$ cat src/rtl/tx_nibble_link_pkg.sv
// Shared definitions for the 4-bit parallel FPGA/ESP link, used by both the
// transmitter and the link receiver.
package tx_nibble_link_pkg;

    localparam int NIBBLE_W    = 4;
    localparam int NUM_NIBBLES = 3;
    localparam int WORD_W      = 12;
    localparam int PHASE_W     = 2;

    typedef enum logic [1:0] {
        IDLE,
        SETUP,
        STROBE,
        HOLD
    } linkState_e;

    function automatic logic [NIBBLE_W-1:0] selectNibble(
        input logic [WORD_W-1:0]  word,
        input logic [PHASE_W-1:0] phase
    );
        case (phase)
            2'd1:    selectNibble = word[2*NIBBLE_W-1:NIBBLE_W];
            2'd2:    selectNibble = word[3*NIBBLE_W-1:2*NIBBLE_W];
            default: selectNibble = word[NIBBLE_W-1:0];
        endcase
    endfunction

endpackage

$ cat src/rtl/tx_nibble_timer.sv
// Loadable down-counter pacing each link state; the zero flag marks the last
// cycle of the current state.
module tx_nibble_timer
    import tx_nibble_link_pkg::*;
#(
    parameter int W = 2
) (
    input  logic         i_clk,
    input  logic         i_reset,
    input  logic         i_load,
    input  logic [W-1:0] i_loadValue,
    output logic         o_zero
);

    logic [W-1:0] r_count;

    always_ff @(posedge i_clk) begin
        if (i_reset) begin
            r_count <= '0;
        end else if (i_load) begin
            r_count <= i_loadValue;
        end else if (r_count != '0) begin
            r_count <= r_count - W'(1);
        end
    end

    assign o_zero = (r_count == '0);

endmodule

$ cat src/rtl/tx_nibble_link.sv
// Transmit end of the nibble link: sends a 12-bit word as three tagged nibbles,
// each framed by setup, strobe and hold intervals.
module tx_nibble_link
    import tx_nibble_link_pkg::*;
#(
    parameter int SETUP_CYC = 2,
    parameter int STB_CYC   = 2,
    parameter int HOLD_CYC  = 1
) (
    input  logic                ExtClk,
    input  logic                ExtReset,
    input  logic                TxEnable,
    input  logic [WORD_W-1:0]   WordIn,
    input  logic                WordInValid,
    output logic                WordInReady,
    output logic [NIBBLE_W-1:0] LinkData,
    output logic [PHASE_W-1:0]  LinkPhase,
    output logic                LinkPulse,
    output logic                Busy,
    output logic                WordDone
);

    localparam int MAX_SB  = (SETUP_CYC > STB_CYC) ? SETUP_CYC : STB_CYC;
    localparam int MAX_CYC = (MAX_SB > HOLD_CYC) ? MAX_SB : HOLD_CYC;
    localparam int TIMER_W = $clog2(MAX_CYC + 1);

    localparam logic [TIMER_W-1:0] SETUP_LOAD = TIMER_W'(SETUP_CYC - 1);
    localparam logic [TIMER_W-1:0] STB_LOAD   = TIMER_W'(STB_CYC - 1);
    localparam logic [TIMER_W-1:0] HOLD_LOAD  = TIMER_W'(HOLD_CYC - 1);
    localparam logic [PHASE_W-1:0] LAST_PHASE = PHASE_W'(NUM_NIBBLES - 1);

    if (SETUP_CYC < 1 || STB_CYC < 1 || HOLD_CYC < 1) begin : g_paramCheck
        $error("tx_nibble_link: SETUP_CYC, STB_CYC and HOLD_CYC must all be >= 1");
    end

    linkState_e          r_state;
    logic [WORD_W-1:0]   r_word;
    logic [NIBBLE_W-1:0] r_linkData;
    logic [PHASE_W-1:0]  r_linkPhase;
    logic                r_linkPulse;
    logic                r_busy;
    logic                r_wordDone;

    linkState_e          w_nextState;
    logic [WORD_W-1:0]   w_nextWord;
    logic [NIBBLE_W-1:0] w_nextData;
    logic [PHASE_W-1:0]  w_nextPhase;
    logic                w_nextPulse;
    logic                w_nextBusy;
    logic                w_nextDone;
    logic                w_timerLoad;
    logic [TIMER_W-1:0]  w_timerLoadValue;
    logic                w_timerZero;
    logic                w_accept;
    logic                w_wordInReady;

    assign w_wordInReady = (r_state == IDLE) && TxEnable && !ExtReset;
    assign w_accept      = w_wordInReady && WordInValid;

    tx_nibble_timer #(
        .W(TIMER_W)
    ) u_timer (
        .i_clk      (ExtClk),
        .i_reset    (ExtReset),
        .i_load     (w_timerLoad),
        .i_loadValue(w_timerLoadValue),
        .o_zero     (w_timerZero)
    );

    always_ff @(posedge ExtClk) begin
        if (ExtReset) begin
            r_state     <= IDLE;
            r_word      <= '0;
            r_linkData  <= '0;
            r_linkPhase <= '0;
            r_linkPulse <= 1'b0;
            r_busy      <= 1'b0;
            r_wordDone  <= 1'b0;
        end else begin
            r_state     <= w_nextState;
            r_word      <= w_nextWord;
            r_linkData  <= w_nextData;
            r_linkPhase <= w_nextPhase;
            r_linkPulse <= w_nextPulse;
            r_busy      <= w_nextBusy;
            r_wordDone  <= w_nextDone;
        end
    end

    // The timer is reloaded on every state change so it always counts the new state's length.
    always_comb begin
        w_nextState      = r_state;
        w_nextWord       = r_word;
        w_nextData       = r_linkData;
        w_nextPhase      = r_linkPhase;
        w_nextPulse      = 1'b0;
        w_nextBusy       = r_busy;
        w_nextDone       = 1'b0;
        w_timerLoad      = 1'b0;
        w_timerLoadValue = '0;

        case (r_state)
            IDLE: begin
                if (w_accept) begin
                    w_nextWord       = WordIn;
                    w_nextData       = selectNibble(WordIn, '0);
                    w_nextPhase      = '0;
                    w_nextBusy       = 1'b1;
                    w_nextState      = SETUP;
                    w_timerLoad      = 1'b1;
                    w_timerLoadValue = SETUP_LOAD;
                end
            end
            SETUP: begin
                if (w_timerZero) begin
                    w_nextState      = STROBE;
                    w_nextPulse      = 1'b1;
                    w_timerLoad      = 1'b1;
                    w_timerLoadValue = STB_LOAD;
                end
            end
            STROBE: begin
                w_nextPulse = 1'b1;
                if (w_timerZero) begin
                    w_nextState      = HOLD;
                    w_nextPulse      = 1'b0;
                    w_timerLoad      = 1'b1;
                    w_timerLoadValue = HOLD_LOAD;
                end
            end
            HOLD: begin
                if (w_timerZero) begin
                    if (r_linkPhase == LAST_PHASE) begin
                        w_nextState = IDLE;
                        w_nextBusy  = 1'b0;
                        w_nextDone  = 1'b1;
                    end else begin
                        w_nextPhase      = r_linkPhase + PHASE_W'(1);
                        w_nextData       = selectNibble(r_word, r_linkPhase + PHASE_W'(1));
                        w_nextState      = SETUP;
                        w_timerLoad      = 1'b1;
                        w_timerLoadValue = SETUP_LOAD;
                    end
                end
            end
            default: begin
                w_nextState = IDLE;
            end
        endcase
    end

    assign WordInReady = w_wordInReady;
    assign LinkData    = r_linkData;
    assign LinkPhase   = r_linkPhase;
    assign LinkPulse   = r_linkPulse;
    assign Busy        = r_busy;
    assign WordDone    = r_wordDone;

endmodule

$ cat config.mk
export PLATFORM = sky130hd
export DESIGN_NAME = tx_nibble_link
export DESIGN_NICKNAME = d
export VERILOG_FILES = /design/src/rtl/tx_nibble_link_pkg.sv /design/src/rtl/tx_nibble_timer.sv /design/src/rtl/tx_nibble_link.sv
export SDC_FILE = /design/constraint.sdc
export NUM_CORES = 1
export LEC_CHECK = 0
export BUFFER_PORTS_ARGS = -buffer_cell sky130_fd_sc_hd__buf_2
export CAP_MARGIN = 10
export CORE_ASPECT_RATIO = 2
export CORE_MARGIN = 5
export CORE_UTILIZATION = 49
export CTS_CLUSTER_SIZE = 8
export DETAILED_ROUTE_END_ITERATION = 10
export PLACE_DENSITY = 0.73
export REMOVE_ABC_BUFFERS = 1
export SYNTH_ARGS = -nofsm -noshare
export SYNTH_HDL_FRONTEND = slang
export SYNTH_SLANG_ARGS = --single-unit
$ cat constraint.sdc
create_clock -name ExtClk -period 1.3 [get_ports ExtClk]
set_input_delay 0.195 -clock ExtClk [delete_from_list [all_inputs] [get_ports ExtClk]]
set_output_delay 0.195 -clock ExtClk [all_outputs]
set_load 0.005 [all_outputs]
# Word-level counts from Yosys, hierarchy flattened
# Index checks and enable logic that the tools add are counted.
# Widths: inputs -> output; s select.
# totals
latchBits	0
word_cells	72
in_bits	16
n_memories	0
rom_bits	0
mem_bits_rw	0
ff_bits	25
# op_classes
order_cmp	0
shift	0
n_reduce_logical	15
eq_ne	12
muxes	33
mul	0
bitwise_logic	2
n_addsub	2
n_div	0
# op_table
operator	count
$mux 2	9
$pmux 2 s4	2
$pmux 4 s2	2
$mux 1	13
$mux 4	3
$reduce_and 4->1	3
$eq 2x2->1 const B	4
$ne 2x1->1 const B	3
$ne 2x2->1 const B	3
$reduce_bool 2->1	3
$eq 2x1->1 const B	2
$logic_not 2->1	2
$pmux 1 s2	2
$pmux 2 s2	1
$logic_and 1x1->1	3
$pmux 1 s3	1
$reduce_or 3->1	1
$add 2x1->2 const B	1
$not 1->1	2
$reduce_and 2->1	1
$reduce_or 2->1	1
$sub 2x1->2 const B	1
$logic_not 1->1	1

# Depth between registers and ports, before layout
# Gate-level depths: netlist of the first run.
# depth
depth_word	7
mapped_depth	6
ltp_nobuf	5

# Modules after synthesis
# A second synthesis of the first run with hierarchy kept.
# hier_totals
hier_cells	149
hier_area_um2	1301.2
# by_module_without_submodules
mod	seq_area_each_um2	instances	cells_per_inst	area_per_inst_um2
tx_nibble_link	460.4	1	137	1179.9
tx_nibble_timer	40.0	1	12	121.4

# Least setup slack after synthesis of the first run
# No wires, ideal clock.
# synth_path
path_kind	register to register
from	register r_linkPhase[0], in the netlist LinkPhase[0]
to	register r_linkPhase[0], in the netlist LinkPhase[0]
synth_period_minus_slack_ps	1480
arrival_time_ps	1409
slack_ps	-180
stages_incl_launch_ff	6
required_ps	1228
setup_ps	72
path_cell_list	dfxtp_1 > inv_1 > ha_1 > and3b_1 > a2bb2oi_4 > mux2i_1
# synth_between
elab_chain_len	4
elab_cells_between_ends	7
classes_between	1 x add/sub; 2 x eq/ne; 3 x mux; 1 x reduce/logical
# synth_rtl
item	line	source
start, declared	tx_nibble_link.sv:39	logic [PHASE_W-1:0] r_linkPhase;
start signal, assigned	tx_nibble_link.sv:83	r_linkPhase <= w_nextPhase;
$add 2x1->2	tx_nibble_link.sv:138	w_nextPhase = r_linkPhase + PHASE_W'(1);
$mux 2	tx_nibble_link.sv:133	if (r_linkPhase == LAST_PHASE) begin
$mux 2	tx_nibble_link.sv:132	if (w_timerZero) begin
$pmux 2 s2	tx_nibble_link.sv:102	case (r_state)
# Parallel ways exist; a longest one is shown, timed or not. The select of a mux whose other input is x is not followed.
# A chain may end at the register's enable or synchronous reset.

# Worst setup path in the final report of the first run
# Ends and elaborated chain as after synthesis.

==> impl_metrics.yaml, run 1 <==
logic_synthesis:
  synth-edff-count: 0
  yosysTopAreaCell: "dfxtp_1"
  ys_seq_elements: 25
  syn_area_per_cell_um2: 8.80
  syn_area_um2: 1360
  synth_cell_type_count: 36
  synth_warnings: 0
  synthTopCellsByArea: "dfxtp_1 37%, nand2_1 9.1%, ha_1 7.3%"
  synth_top_area_share_pct: 36.7
  ys.flop_type: "dfxtp_1"
  synth_cells: 155
  yosysSeqAreaShare_pct: 36.7
  synth-async-reset-ratio_pct: 0
layout:
  n_antenna_cell: 0
  area_growth_pct: 55.2
  final_core_util_pct: 78.3
  drive_above_1_share_pct: 58.9
  nNetsFinal: 234
  fin_cells: 238
  final_area_um2: 2120
global_routing:
  grt_util_met2_pct: 41.2
  grt_max_degree: 19
  antenna_found_initial: 0
  grt_pass1_vias: 1396
  overflow: 0
  top_usage_layer: "met2"
  grt_pass1_wl_um: 6440
  grt_util_met1_pct: 21.8
  grt_usage_pct: 22.1
  grt_use_met3_pct: 3.65
run:
  cap_violations: 0
sta:
  grt_setup_unrepaired: "true"
  skew_ns: 0.00345
  max_freq_ghz: 0.696
  whs_ns: 0.159
  post-route-period-util_pct: 111
  setup_viol: 23
  max_slew_margin_pct: 80.4
  finalWorstSetupSlack_ns: -0.138
  hold_violations: 0
  min_period_ns: 1.44
  drv_slew: 0
  worst_pin_slew_ns: 0.294
pwr:
  vdd_drop_max_mv: 1.09
  power.density_nw_per_um2: 1510
  p_leak_uw: 0.000882
  fin_total_pwr_uw: 3190
die:
  die-area_um2: 4000
  die_w_um: 47.3
  fp.dieH_um: 84.6
  start_util_pct: 50.5
  io_pins: 26
  fp.coreArea_um2: 2700
  rows: 27
clock_network:
  clockBufferDepth: 2
  cts_made_buffers: 3
  clock-sinks: 25
  hold_buffers: 0
  htree_levels: 1
  cts_tree: "yes"
  cts_root_buf: "clkbuf_8"
  insertion_delay_ns: 0.27
  clk_pin_slew_ns: 0.08
routing:
  post_drt_wl_per_cell_um: 17.6
  route.detailed.drc: 0
  drt_pass1_iterations: 4
  drt_wl_total_um: 4190
  num_vias: 1378
  vias_per_cell: 5.79
  ant_nets: 0
  drtIter0Drc: 35
placed_design:
  portBuffers: 25
  place_hpwl_um: 2920
  place_inst: 227
  placed_area_um2: 1670
  gp_congestion: 0.914
run_status:
  failed_checks: "negative setup slack"
  status: "finished with violations"
worst_hold_path:
  hold_path_class: "in2reg"
  hold_depth: 3
critical_path:
  cp-start-kind: "register"
  critPathArrivalTime_ns: 1.63
  critPathMaxFanout: 6
  cp-end-kind: "register"
  criticalPathCategory: "reg2reg"
  required_ns: 1.49
  reg2regPathDepth: 5
## registers in the layout (all words and copies together), names as in the netlist
signal / count
r_word: 12
LinkData: 4
LinkPhase: 2
r_state: 2
u_timer.r_count: 2
Busy: 1
LinkPulse: 1
WordDone: 1
## cell usage after synthesis (2+ instances only)
master     n
inv_1      8
nor3_1     2
dfxtp_1   25
nand2_1   33
buf_2      5
and4_1     2
o21ai_0    2
and3_1     2
a31oi_1    4
and3b_1    2
a22o_1     4
nor2b_1    5
nand3_1    3
a311oi_1   4
ha_1       8
nor2_1     5
nand2b_1   4
a21oi_1   13
mux2i_1    4
o32ai_1    4
## stage by stage
stage          TNS [ns]  setup WS (ns)
2_1_floorplan     -7.66         -0.480
3_3_place_gp      -3.43         -0.255
3_5_place_dp      -4.55         -0.308
4_1_cts          -0.918         -0.125
5_1_grt           -3.05         -0.189
6_report          -1.97         -0.138
## final timing paths
kind	endpoint	start	slack, ns
setup / recovery	LinkPhase[0]$_SDFFE_PP0P_	LinkPhase[0]$_SDFFE_PP0P_	-0.14
hold / removal	r_word[11]$_SDFFE_PP0P_	WordIn[11]	0.16
setup reg to reg	LinkPhase[0]$_SDFFE_PP0P_	LinkPhase[0]$_SDFFE_PP0P_	-0.14
hold reg to reg	r_word[9]$_SDFFE_PP0P_	r_word[9]$_SDFFE_PP0P_	0.47
## what timing repair did
item                       4_1_cts  5_1_grt
setup endpoints to repair       24       24
buffers inserted                 5        3
pin swaps                       17       29
gates resized for setup         46       38
## placed cells by master, fill, tap and decap left out, drive strengths merged, types with 2 or more instances in the layout
cell type,n
ha,8
buf,58
clkbuf,4
a311oi,4
and3,2
a21oi,13
nor2b,6
a31oi,4
and4,2
and3b,2
nor3,2
inv,8
a22o,4
nor2,5
nand2b,4
o32ai,4
mux2i,4
a2bb2oi,2
dfxtp,25
o21ai,2
nand2,33
nand3,3
## worst max-delay path, cell delays in order (launching register included)
cell	delay, ns
dfxtp_2	0.34
inv_2	0.05
ha_4	0.15
and3b_2	0.31
a2bb2oi_4	0.26
mux2i_1	0.24
## routing by layer
layer	vias to the layer above	part of all wire, %	routed length (µm)
met5	-	0	0
met3	13	3.9	165
met1	659	34	1440
met2	43	58	2450
met4	0	3.2	134
li1	663	-	-
## cell type report
type / count / area (µm²)
Inverter: 8 / 35.0
Tap cell: 29 / 36.3
Fill cell: 188 / 586
Clock buffer: 4 / 45.0
Multi-Input combinational cell: 114 / 1060
Timing Repair Buffer: 58 / 430
Sequential cell: 25 / 513
## kinds of logic (layout without fill, tap and decap cells)
| group | count (synthesis) | in the layout | share of synthesized area [%] |
|---|---|---|---|
| compound gates | 38 | 38 | 22.1 |
| fa+ha+maj | 8 | 8 | 7.34 |
| buf+inv | 16 | 70 | 5.69 |
| flops | 25 | 25 | 36.7 |
| mux | 4 | 4 | 2.94 |
| simple gates | 64 | 64 | 25.2 |
## power by group
part	internal (µW)	switching [µW]	total [µW]
logic	915	776	1690
clock network	220	246	465
registers	920	115	1040
No activity file was read; power rests on OpenSTA's default activity.
==> run 2, diff against run 1 <==
- BUFFER_PORTS_ARGS: -buffer_cell sky130_fd_sc_hd__buf_2 -> not set
- CORE_UTILIZATION: 49 -> 51
- DONT_BUFFER_PORTS: not set -> 1
- PLACE_DENSITY: 0.73 -> 0.67
- SLEW_MARGIN: not set -> 40
==> impl_metrics.yaml, run 2 (synthesis gave the netlist of run 1 again) <==
run_status:
  status: "finished with violations"
  failed_checks: "negative hold slack, negative setup slack"
pwr:
  p_leak_uw: 0.000755
  fin_total_pwr_uw: 3010
  power.density_nw_per_um2: 1580
  vdd_drop_max_mv: 1.03
critical_path:
  crit_family: "flip-flops"
  cp-end-kind: "register"
  critPathMaxFanout: 4
  path_buf_inv: 2
  cp-start-kind: "register"
  criticalPathCategory: "reg2reg"
  reg2reg_slack_ns: -0.18
  critPathArrivalTime_ns: 1.66
  cp_slowest_stage_delay_ns: 0.40
  crit_path_top_delay_cell: "dfxtp_4"
  reg2regPathDepth: 6
  crit_chain: "inv_4 > buf_6 > ha_4 > nor3_4 > a2bb2oi_2 > mux2i_1"
  timing.rr.start: "r_state[0]$_SDFFE_PP0P_"
  timing.rr.end: "r_state[1]$_SDFFE_PP0P_"
  required_ns: 1.49
global_routing:
  overflow: 0
  grt_usage_pct: 20.3
  grt_pass1_vias: 1262
  grt_max_degree: 24
  antenna_found_initial: 0
  grt_pass1_wl_um: 5870
layout:
  area_growth_pct: 39.6
  final_cell_mix: "22 x dfxtp_1, 22 x buf_4, 21 x nand2_1, 11 x a21oi_2, 8 x nand2_4"
  nNetsFinal: 205
  top_register: "r_word"
  largest_register_ffs: 12
  drive_above_1_share_pct: 46.7
  fillCellCount: 178
  final_area_um2: 1900
  fin_cells: 208
  n_antenna_cell: 0
sta:
  max_slew_margin_pct: 81.4
  hold_violations: 18
  drv_slew: 0
  timing.setup.tns_ns: -2.39
  skew_ns: 0.0103
  post-route-period-util_pct: 114
  worst_pin_slew_ns: 0.279
  whs_ns: -0.0348
  setup_viol: 23
  max_freq_ghz: 0.677
  finalWorstSetupSlack_ns: -0.176
  grt_setup_unrepaired: "true"
  min_period_ns: 1.48
clock_network:
  htree_levels: 1
  clk_pin_slew_ns: 0.10
  cts_root_buf: "clkbuf_8"
  cts_tree: "yes"
  clock-sinks: 25
  insertion_delay_ns: 0.28
  clockBufferDepth: 2
  cts_made_buffers: 3
routing:
  ant_nets: 0
  num_vias: 1252
  drt_pass1_iterations: 4
  drt_wl_total_um: 4110
  route.detailed.drc: 0
  post_drt_wl_per_cell_um: 19.7
  vias_per_cell: 6.02
  drtIter0Drc: 52
placed_design:
  gp_congestion: 0.836
  place_hpwl_um: 2680
  placed_area_um2: 1530
  place_inst: 199
  portBuffers: 0
worst_hold_path:
  hold_path_class: "in2reg"
  min_from: "ExtReset"
  hold_depth: 1
  hold-path-endpoint: "r_word[6]$_SDFFE_PP0P_"
die:
  start_util_pct: 53.1
  die_w_um: 46.6
  fp.coreArea_um2: 2570
  io_pins: 26
  fp.dieH_um: 83.1
  die-area_um2: 3870
  rows: 26
run:
  cap_violations: 0
run 2: through the flow:
step	setup WS [ns]	hold slack, ns	utilization [%]
2_1_floorplan	-0.480	0.261	-
3_3_place_gp	-0.226	0.266	59.6
3_5_place_dp	-0.381	0.268	59.6
4_1_cts	-0.125	-0.0239	66.0
5_1_grt	-0.234	-0.0332	74.1
6_report	-0.176	-0.0348	74.1
run 2: worst max path at each step:
| stage | start | end | cells past startpoint |
|---|---|---|---|
| finish | r_state[0]$_SDFFE_PP0P_ | r_state[1]$_SDFFE_PP0P_ | 6 |
| global route | r_state[0]$_SDFFE_PP0P_ | r_state[1]$_SDFFE_PP0P_ | 6 |
| CTS | r_state[1]$_SDFFE_PP0P_ | LinkPhase[1]$_SDFFE_PP0P_ | 5 |
| detailed placement | r_state[1]$_SDFFE_PP0P_ | LinkPhase[1]$_SDFFE_PP0P_ | 5 |
| global placement | r_state[0]$_SDFFE_PP0P_ | LinkPhase[1]$_SDFFE_PP0P_ | 5 |
| floorplan | r_state[0]$_SDFFE_PP0P_ | Busy$_SDFFE_PP0P_ | 5 |
run 2: layout make-up:
type	count	area (µm²)	share of cell area, %
multi-input cells	114	1020	53.5
clock buffers	4	45.0	2.37
flip-flops and latches	25	509	26.7
inverters	8	35.0	1.84
repair buffers	29	262	13.7
well taps	28	35.0	1.84
run 2: timing repair:
item,4_1_cts,5_1_grt
setup buffers,3,2
setup endpoints to repair,24,24
gates resized for setup,27,43
pin swaps,10,26
hold endpoints to repair,18,18
cloned,0,1
run 2: power breakdown:
group	leakage, µW	internal (µW)	switching, µW
combinational	0.000527	775	701
clock	0.0000228	220	265
sequential	0.000206	915	133
run 2: metal layers:
metal  GRT usage (%)  part of all wire (%)  wire [µm]
met3            2.81                   3.9        160
met2            38.3                    61       2490
met5               0                     0          0
met1            20.1                    33       1340
met4            7.51                   2.9        119
run 2: worst register-to-register path, delay by kind of cell, from the launching register on:
family | cells | cell delay (ns)
AOI/OAI and AO/OA | 1 | 0.20
adders and majority gates | 1 | 0.16
buffers and inverters | 2 | 0.16
DFF | 1 | 0.40
muxes | 1 | 0.28
and+or+nand+nor | 1 | 0.18
==> run 3, diff against run 2 <==
- CTS_BUF_LIST: not set -> sky130_fd_sc_hd__clkbuf_4
==> impl_metrics.yaml, run 3 (synthesis gave the netlist of run 1 again) <==
routing:
  drtIter0Drc: 16
  num_vias: 1259
  post_drt_wl_per_cell_um: 19.6
  ant_nets: 0
  vias_per_cell: 6.02
  route.detailed.drc: 0
  drt_wl_total_um: 4110
  drt_pass1_iterations: 4
layout:
  final_cell_mix: "24 x buf_4, 21 x dfxtp_1, 21 x nand2_1, 12 x a21oi_2"
  drive_above_1_share_pct: 49.2
  final_common_cell: "buf_4"
  top_register: "r_word"
  n_antenna_cell: 0
  area_growth_pct: 38.1
  largest_register_ffs: 12
  nNetsFinal: 206
critical_path:
  cp-end-kind: "register"
  cp-start-kind: "register"
  required_ns: 1.54
  reg2regPathDepth: 6
  criticalPathCategory: "reg2reg"
  critPathMaxFanout: 4
  critPathArrivalTime_ns: 1.71
sta:
  post-route-period-util_pct: 113
  setup_viol: 24
  timing.setup.tns_ns: -2.76
  skew_ns: 0.00979
  grt_setup_unrepaired: "true"
  max_freq_ghz: 0.680
  drv_slew: 0
  hold_violations: 18
  whs_ns: -0.0903
  max_slew_margin_pct: 81.1
  min_period_ns: 1.47
  worst_pin_slew_ns: 0.283
  finalWorstSetupSlack_ns: -0.170
pwr:
  combPwrFrac_pct: 51.6
  p_int_uw: 1860
  power.density_nw_per_um2: 1560
  power_frac_clock_pct: 12.9
  p_sw_uw: 1090
  vdd_drop_max_mv: 0.981
  seqPwrFrac_pct: 35.6
  p_leak_uw: 0.000739
  switching_share_pct: 36.9
die:
  die-area_um2: 3870
  fp.dieH_um: 83.1
  fp.coreArea_um2: 2570
  start_util_pct: 53.1
  rows: 26
  die_w_um: 46.6
  io_pins: 26
global_routing:
  grt_pass1_wl_um: 5860
  grt_usage_pct: 20.0
  grt_max_degree: 24
  grt_pass1_vias: 1274
  antenna_found_initial: 0
  overflow: 0
clock_network:
  cts_tree: "yes"
  insertion_delay_ns: 0.33
  clock-sinks: 25
  cts_made_buffers: 3
  cts_root_buf: "clkbuf_4"
  htree_levels: 1
  clk_pin_slew_ns: 0.14
  clockBufferDepth: 2
run_status:
  status: "finished with violations"
  failed_checks: "negative hold slack, negative setup slack"
placed_design:
  gp_congestion: 0.836
  portBuffers: 0
  post-place-ws_ns: -0.381
  place_hpwl_um: 2680
worst_hold_path:
  hold_path_class: "in2reg"
  hold_depth: 1
run:
  cap_violations: 0
-- run 3: area by class of cell --
type / count / area [µm²]
clock buffers: 4 / 30.0
fillers: 185 / 687
inverters: 8 / 35.0
multi-input cells: 114 / 1010
flip-flops and latches: 25 / 510
well taps: 28 / 35.0
repair buffers: 30 / 265
-- run 3: final timing paths --
check / from / endpoint / slack (ns)
worst max register to register: r_state[0]$_SDFFE_PP0P_ / r_state[1]$_SDFFE_PP0P_ / -0.17
worst min register to register: r_word[0]$_SDFFE_PP0P_ / r_word[0]$_SDFFE_PP0P_ / 0.47
worst max-delay path: r_state[0]$_SDFFE_PP0P_ / r_state[1]$_SDFFE_PP0P_ / -0.17
worst min-delay path: ExtReset / r_word[6]$_SDFFE_PP0P_ / -0.09
-- run 3: metal layers --
metal / wire (µm) / GRT usage (%) / part of all wire, %
met4: 198 / 7.25 / 4.8
met3: 194 / 2.16 / 4.7
met2: 2450 / 38.2 / 60
met1: 1270 / 20.0 / 31
met5: 0 / 0 / 0
-- run 3: stage by stage --
step                      instance area [µm²]  power, µW  instances  hold slack, ns  util (%)
after CTS                                1680       2690        206         -0.0850      65.4
after floorplan                          1320       1790        147           0.261         -
after detailed placement                 1530       2150        199           0.268      59.6
final                                    1880       2950        209         -0.0903      73.3
after global routing                     1880       3110        209          -0.102      73.3
after global placement                   1530       2110        199           0.266      59.6
-- run 3: repair_timing --
action | 4_1_cts | 5_1_grt
pin swaps | 9 | 19
gates resized for setup | 27 | 42
hold endpoints to repair | 18 | 18
setup buffers | 3 | 3
setup endpoints to repair | 24 | 24
gates cloned | 0 | 1
-- run 3: worst max-delay path, cell delays in order (launching register included) --
cell and delay (ns):
dfxtp_4 0.42, inv_4 0.05, buf_6 0.11, ha_4 0.16, nor3_4 0.18, a2bb2oi_2 0.19, mux2i_1 0.27
-- run 3: power groups by stage --
stage / Combinational (µW) / Sequential (µW) / Clock, µW
after CTS: 1270 / 1040 / 380
after floorplan: 785 / 1000 / 0
after global placement: 1080 / 1030 / 0
final: 1520 / 1050 / 379
after global routing: 1640 / 1060 / 403
after detailed placement: 1110 / 1040 / 0
